## src/rtl/spi_mem_if.sv

```systemverilog
// SPI pin bundle between an SPI master and the spi_mem_slave endpoint.
// Latency: none, wires only.
// Backpressure: none; the master paces every bit with SS_n/MOSI.
interface spi_mem_if;
  logic SS_n;
  logic MOSI;
  logic MISO;
  logic active;

  modport master (output SS_n, output MOSI, input MISO, input active);
  modport slave  (input SS_n, input MOSI, output MISO, output active);
endinterface

```

## src/rtl/spi_mem_slave.sv

```systemverilog
// SPI-slave memory endpoint: opcode, address and burst data framed by SS_n, backed by a single-port RAM.
// Latency: first MISO bit after edge 3 of a read frame; writes land at the last bit edge of each word.
// Backpressure: none; the master clocks one bit per clk while SS_n is low, words stream without gaps.
module spi_mem_slave #(
  parameter int DATA_W   = 8,
  parameter int ADDR_W   = 8,
  parameter int AUTO_INC = 1
) (
  input  logic     clk,
  input  logic     rst,
  spi_mem_if.slave spi
);

  localparam int DEPTH = 2 ** ADDR_W;
  localparam int SR_W  = (ADDR_W > DATA_W) ? ADDR_W : DATA_W;
  localparam int CNT_W = $clog2(SR_W + 1);

  typedef enum logic [2:0] {IDLE, CMD, WR_ADDR, WR_DATA, RD_ADDR, RD_DATA} state_t;

  state_t            state, state_nxt;
  logic [DATA_W-1:0] mem [DEPTH];
  logic [ADDR_W-1:0] wr_addr, rd_addr, rd_nxt;
  logic [SR_W-2:0]   rx_sr;
  logic [SR_W-1:0]   rx_nxt;
  logic [DATA_W-1:0] rd_q, tx_sr;
  logic [CNT_W-1:0]  cnt;
  logic              op_hi;
  logic              frame_blk;  // set by rst: ignore the rest of the current frame
  logic              addr_done, word_done, rd_first, rd_issue, wr_fire;

  // Bit/word boundary decode and read/write strobes
  always_comb begin
    rx_nxt    = {rx_sr, spi.MOSI};
    addr_done = (cnt == CNT_W'(ADDR_W - 1));
    word_done = (cnt == CNT_W'(DATA_W - 1));
    rd_nxt    = (AUTO_INC != 0) ? rd_addr + ADDR_W'(1) : rd_addr;
    rd_first  = !spi.SS_n && (state == CMD) && op_hi && spi.MOSI;
    rd_issue  = !spi.SS_n && (state == RD_DATA) && word_done;
    wr_fire   = !spi.SS_n && (state == WR_DATA) && word_done;
  end

  // Next-state: SS_n high always aborts to IDLE; opcode decoded on edge 2
  always_comb begin
    state_nxt = state;
    if (spi.SS_n) begin
      state_nxt = IDLE;
    end else begin
      case (state)
        IDLE: if (!frame_blk) state_nxt = CMD;
        CMD: begin
          case ({op_hi, spi.MOSI})
            2'b00:   state_nxt = WR_ADDR;
            2'b01:   state_nxt = WR_DATA;
            2'b10:   state_nxt = RD_ADDR;
            default: state_nxt = RD_DATA;
          endcase
        end
        default: state_nxt = state;
      endcase
    end
  end

  // State register
  always_ff @(posedge clk) begin
    if (rst) state <= IDLE;
    else     state <= state_nxt;
  end

  // Serial datapath: shift-in, address registers, MISO shifter, counters
  always_ff @(posedge clk) begin
    if (rst) begin
      spi.MISO   <= 1'b0;
      spi.active <= 1'b0;
      wr_addr    <= '0;
      rd_addr    <= '0;
      rx_sr      <= '0;
      tx_sr      <= '0;
      cnt        <= '0;
      op_hi      <= 1'b0;
      frame_blk  <= 1'b1;
    end else begin
      spi.active <= (state_nxt != IDLE);
      spi.MISO   <= 1'b0;
      if (spi.SS_n) begin
        frame_blk <= 1'b0;
        cnt       <= '0;
      end else begin
        case (state)
          IDLE: begin
            op_hi <= spi.MOSI;
            cnt   <= '0;
          end
          CMD: cnt <= '0;
          WR_ADDR, RD_ADDR: begin
            // Counter saturates at ADDR_W so trailing bits are ignored
            if (cnt != CNT_W'(ADDR_W)) begin
              rx_sr <= rx_nxt[SR_W-2:0];
              cnt   <= cnt + CNT_W'(1);
              if (addr_done) begin
                if (state == WR_ADDR) wr_addr <= rx_nxt[ADDR_W-1:0];
                else                  rd_addr <= rx_nxt[ADDR_W-1:0];
              end
            end
          end
          WR_DATA: begin
            rx_sr <= rx_nxt[SR_W-2:0];
            if (word_done) begin
              cnt <= '0;
              if (AUTO_INC != 0) wr_addr <= wr_addr + ADDR_W'(1);
            end else begin
              cnt <= cnt + CNT_W'(1);
            end
          end
          RD_DATA: begin
            // First bit of each word comes straight from the RAM output register
            if (cnt == '0) begin
              spi.MISO <= rd_q[DATA_W-1];
              tx_sr    <= {rd_q[DATA_W-2:0], 1'b0};
            end else begin
              spi.MISO <= tx_sr[DATA_W-1];
              tx_sr    <= {tx_sr[DATA_W-2:0], 1'b0};
            end
            if (word_done) begin
              cnt     <= '0;
              rd_addr <= rd_nxt;
            end else begin
              cnt <= cnt + CNT_W'(1);
            end
          end
          default: cnt <= '0;
        endcase
      end
    end
  end

  // Single-port RAM: write at word completion, synchronous read one edge ahead of use
  always_ff @(posedge clk) begin
    if (!rst && wr_fire) mem[wr_addr] <= rx_nxt[DATA_W-1:0];
    if (!rst && (rd_first || rd_issue)) rd_q <= mem[rd_first ? rd_addr : rd_nxt];
  end

endmodule

```

## src/flat_wrapper.sv

```systemverilog
// flat-port wrapper written by rule: the top's interface ports become plain ports
module spi_mem_slave_flat 
#(
  parameter int DATA_W   = 8,
  parameter int ADDR_W   = 8,
  parameter int AUTO_INC = 1
)
  (clk, rst, spi_SS_n, spi_MOSI, spi_MISO, spi_active);
  spi_mem_if spi_i ();
  input  logic clk;
  input  logic rst;
  input wire logic [$bits(spi_i.SS_n)-1:0] spi_SS_n;
  input wire logic [$bits(spi_i.MOSI)-1:0] spi_MOSI;
  output wire logic [$bits(spi_i.MISO)-1:0] spi_MISO;
  output wire logic [$bits(spi_i.active)-1:0] spi_active;
  assign spi_i.SS_n = spi_SS_n;
  assign spi_i.MOSI = spi_MOSI;
  assign spi_MISO = spi_i.MISO;
  assign spi_active = spi_i.active;
  spi_mem_slave #(.DATA_W(DATA_W), .ADDR_W(ADDR_W), .AUTO_INC(AUTO_INC)) u_core (.clk(clk), .rst(rst), .spi(spi_i));
endmodule
```

## config.mk

```make
export PLATFORM = sky130hd
export DESIGN_NAME = spi_mem_slave_flat
export DESIGN_NICKNAME = d
export VERILOG_FILES = /design/src/rtl/spi_mem_if.sv /design/src/rtl/spi_mem_slave.sv /design/src/flat_wrapper.sv
export SDC_FILE = /design/constraint.sdc
export NUM_CORES = 2
export LEC_CHECK = 0
export ABC_AREA = 1
export BUFFER_PORTS_ARGS = -buffer_cell sky130_fd_sc_hd__buf_2
export CAP_MARGIN = 20
export CORE_ASPECT_RATIO = 0.5
export CORE_MARGIN = 3
export CORE_UTILIZATION = 45
export DETAILED_ROUTE_END_ITERATION = 8
export PLACE_DENSITY_LB_ADDON = 0.12
export SLEW_MARGIN = 40
export SYNTH_ARGS = -nofsm -noshare
export SYNTH_HDL_FRONTEND = slang
export SYNTH_SLANG_ARGS = --single-unit
```

## constraint.sdc

```tcl
create_clock -name clk -period 4.2 [get_ports clk]
set_clock_uncertainty 0.05 [all_clocks]
set_input_delay 0.21 -clock clk [delete_from_list [all_inputs] [get_ports clk]]
set_output_delay 0.21 -clock clk [all_outputs]
set_load 0.03 [all_outputs]
```

==> results.md <==
* Run status: finished, final reports clean
* Die width at about 640 um
* Endpoint kind of the worst setup timing path: flip-flop
* Maximum number of pins on one net before global-route repair at around 160
* Count of flip-flops with a built-in enable after synthesis at around 2.1k
* Comb pwr share at less than 1%
* DRC at 0
* Number of setup violations in the final report at 0
* Reg power frac at 56.3%
* Fmax at 243 MHz
* Cell count after synthesis at between 8k and 9k
* H-tree depth at 4
* Floorplan die area at roughly 210,000 sq um
* GRT overflow at 0
* Most area-hungry cell type in the Yosys netlist: sky130_fd_sc_hd__edfxtp_1
* Post-synth cell types at 39
* Main flop type after synthesis: sky130_fd_sc_hd__edfxtp_1
* Power spent charging and discharging nets at roughly 0.0082 W
* CTS tree: yes
* Routability Congestion at 0.868
* Number of global-route vias before repair at approximately 57k
* Worst setup path category: reg -> reg
* Worst slew margin relative to its limit at about two fifths
* Largest cells by area after synthesis: sky130_fd_sc_hd__edfxtp_1 68%, sky130_fd_sc_hd__nand3_1 9.0%, sky130_fd_sc_hd__nand2_1 8.6%
* Critical path required time at about 4.9 ns
* Sequential element share of the synthesized area at just under 70%
* Post-synthesis async set-or-reset flop share at 0%
* Most frequent cell on the critical path: sky130_fd_sc_hd__nand3_1
* Final-stage net count at 8,267
* Root buffer cell: sky130_fd_sc_hd__clkbuf_16
* Placed cell count at 10.7k
* Area after DPL at between 90,000 and 100,000 sq um
* I/O Buffers at 5
* Startpoint kind of the worst setup timing path: flip-flop
* Initial Util at between 40% and 50%
* Count of TritonRoute iterations in the first routing pass at 6
* Setup_tns at 0 ns
* Antenna violation net count after detailed routing at 0
* Fin Hold WS at about 0.23 ns
* Most frequent cells in the layout: 2,065 x sky130_fd_sc_hd__nand2_1, 2,056 x sky130_fd_sc_hd__edfxtp_1, 1,619 x sky130_fd_sc_hd__nand3_1
* Final std cell area, no fill at between 100,000 and 150,000 sq um
* Arrival time worst endpoint at 4.76 ns
* Site Rows at ~120
* Share of cells above drive strength 1 at ~8.4%
* Average cell area after synthesis at about 11 sq um
* Number of clock sinks at ~2.1k
* Maximum Capacitance Violations at 0
* Die height at roughly 320 um
* Proportion of netlist area held by the largest area contributor at approximately two thirds
* Clock transition at path regs at ~0.07 ns
* Clock network power share at a little over two fifths
* Total vias in the final route at 60.9k
* Switching share of power at between 20 and 25%
* CP max-delay cell: sky130_fd_sc_hd__dfxtp_1
* Highest net fanout along the worst path at 44
* Layout-stage area growth over the synthesis result at 11.9%
* Type of the tightest min-delay check: in -> reg
* Warnings, synthesis at 0
* First DRT Iteration DRCs at 6,967
* Detailed Route WL at 267 mm
* Core Region at ~200,000 sq um
* Fin util at slightly above 50%
* Skew-Pair Late Insertion Delay at roughly 0.84 ns
* Pleak at 38.2 nW
* Final clock period utilization by the worst path at 97.9%
* DP Wirelength at ~160 mm
* Worst VDD drop at ~300 uV
* Actual transition at the worst max-transition pin at a little over 0.9 ns
* Flop and latch count out of synthesis at 2,097
* Total count of hold-check failures in the final report at 0
* Gate family responsible for the most delay along the worst path: simple AND/OR/NAND/NOR gates
* Number of setup buffers added after CTS at 0
* Number of antenna violations at the first check in global routing at 7
* Delay contributed by the slowest stage of the critical path at roughly 0.60 ns
* Shortest period the worst path allows at 4.11 ns
* GR Util All Layers at 25.6%
* Wirelength per Cell at about 24 um
* Internal power at between 0.03 and 0.04 W
* Net count of the mapped netlist at between 8k and 9k
* Cts bufs inserted at a little under 200
* Mean number of vias per cell at around 5.5
* Count of placed standard cells in the final layout, fillers left out at 11.0k
* I/O pin count at 6
* Power density over the cells at approximately 400 nW/um^2
* Filler Cell Count at approximately 17k
* Mapped Area at between 90,000 and 100,000 sq um
* Max-slew violation total from the final report at 0
* Cells traversed along the worst timing path: inv_4 > nor2_4 > nand3_4 > inv_1 > nand2_1 > nand2_4 > buf_12 > buf_12 > buf_12 > buf_4 > o211ai_1 > nand3_1 > nand3_1 > nand3_1 > nand3_1 > nand3_1 > nand3_1 > nand2_1
* Unrepaired setup endpoints after global routing: false
* Bufs and invs on worst path at 6
* Commonest non-fill, non-tap cell in the layout: sky130_fd_sc_hd__nand2_1
* Clock buffer depth at 4
* Wire length of the first global-routing pass at approximately 390 mm
## synth_stat cells, types with 4 or more instances
cell type,number
sky130_fd_sc_hd__buf_4,7
sky130_fd_sc_hd__nor3_2,4
sky130_fd_sc_hd__a31oi_1,7
sky130_fd_sc_hd__ha_1,7
sky130_fd_sc_hd__o211ai_1,190
sky130_fd_sc_hd__buf_6,9
sky130_fd_sc_hd__buf_1,38
sky130_fd_sc_hd__nand3b_1,322
sky130_fd_sc_hd__edfxtp_1,2056
sky130_fd_sc_hd__o21ai_1,6
sky130_fd_sc_hd__clkbuf_1,173
sky130_fd_sc_hd__inv_1,928
sky130_fd_sc_hd__a21oi_1,35
sky130_fd_sc_hd__nand3_1,1627
sky130_fd_sc_hd__buf_2,300
sky130_fd_sc_hd__nor4_1,4
sky130_fd_sc_hd__o21ai_0,42
sky130_fd_sc_hd__dfxtp_1,41
sky130_fd_sc_hd__o211ai_2,20
sky130_fd_sc_hd__nand2_1,2075
sky130_fd_sc_hd__xor2_1,4
sky130_fd_sc_hd__nor2_1,286
## routing by layer
layer	part of all wire, %	up-vias	global-route usage, %
li1	-	28168	-
met3	8.1	358	4.12
met2	45	2260	39.0
met1	45	30116	38.5
met4	2.2	2	5.76
met5	0.0049	-	0
## worst min-delay path: cells and delay by family
kind            cells  cell delay (ns)
buf+inv             2             0.78
compound gates      1             0.07
## path summary, 6_finish.rpt
kind / startpoint / to / slack, ns / cells past startpoint
worst min-delay path: rst / u_core.wr_addr[4] / 0.23 / 3
worst max-delay path: u_core.state[0] / u_core.rd_q[0] / 0.09 / 18
worst min register to register: u_core.frame_blk / u_core.frame_blk / 0.44 / 2
worst max register to register: u_core.state[0] / u_core.rd_q[0] / 0.09 / 18
## flip-flops by register name (all words and copies together), names as in the netlist
signal             count
u_core.rx_sr           7
u_core.op_hi           1
u_core.rd_addr         8
u_core.mem          2048
u_core.tx_sr           7
u_core.rd_q            8
u_core.spi.MISO        1
u_core.cnt             4
u_core.state           3
u_core.frame_blk       1
u_core.spi.active      1
u_core.wr_addr         8
## power groups by stage
stage / combinational, W / clock [W] / sequential, W
floorplan: 0.000105 / 0 / 0.0232
global placement: 0.000305 / 0 / 0.0232
detailed placement: 0.000331 / 0 / 0.0232
CTS: 0.000334 / 0.0176 / 0.0228
global route: 0.000364 / 0.0184 / 0.0227
finish: 0.000338 / 0.0173 / 0.0227
## area by class of cell
class / instances / area, sq um / area share [%]
Clock inverter: 106 / 713 / 0.705
Antenna cell: 3 / 7.51 / 0.00742
Timing Repair Buffer: 375 / 3690 / 3.64
Sequential cell: 2097 / 62600 / 61.8
Tap cell: 2632 / 3290 / 3.25
Multi-Input combinational cell: 4652 / 22200 / 21.9
Inverter: 933 / 3530 / 3.49
Clock buffer: 246 / 5250 / 5.19
## cell families after synthesis
family	share of synthesized area [%]
AO/OA/AOI/OAI	2.44
XOR/XNOR	0.0484
adder cells (fa/ha/maj)	0.0968
buffers and inverters	6.58
flip-flops	69.2
AND/OR/NAND/NOR	21.7
## stage by stage
stage / setup slack [ns] / total power [W]
CTS: 0.0453 / 0.0406
detailed placement: 0.0659 / 0.0235
finish: 0.0871 / 0.0404
floorplan: 1.41 / 0.0234
global placement: 0.00556 / 0.0235
global route: 0.00597 / 0.0415
## repair_timing
item                                    CTS  global route
gates resized for setup                   0             6
endpoints found under the setup margin    0             7
hold buffers                              3             0
endpoints found under the hold margin    59             0
(Power assumes the default switching activity.)
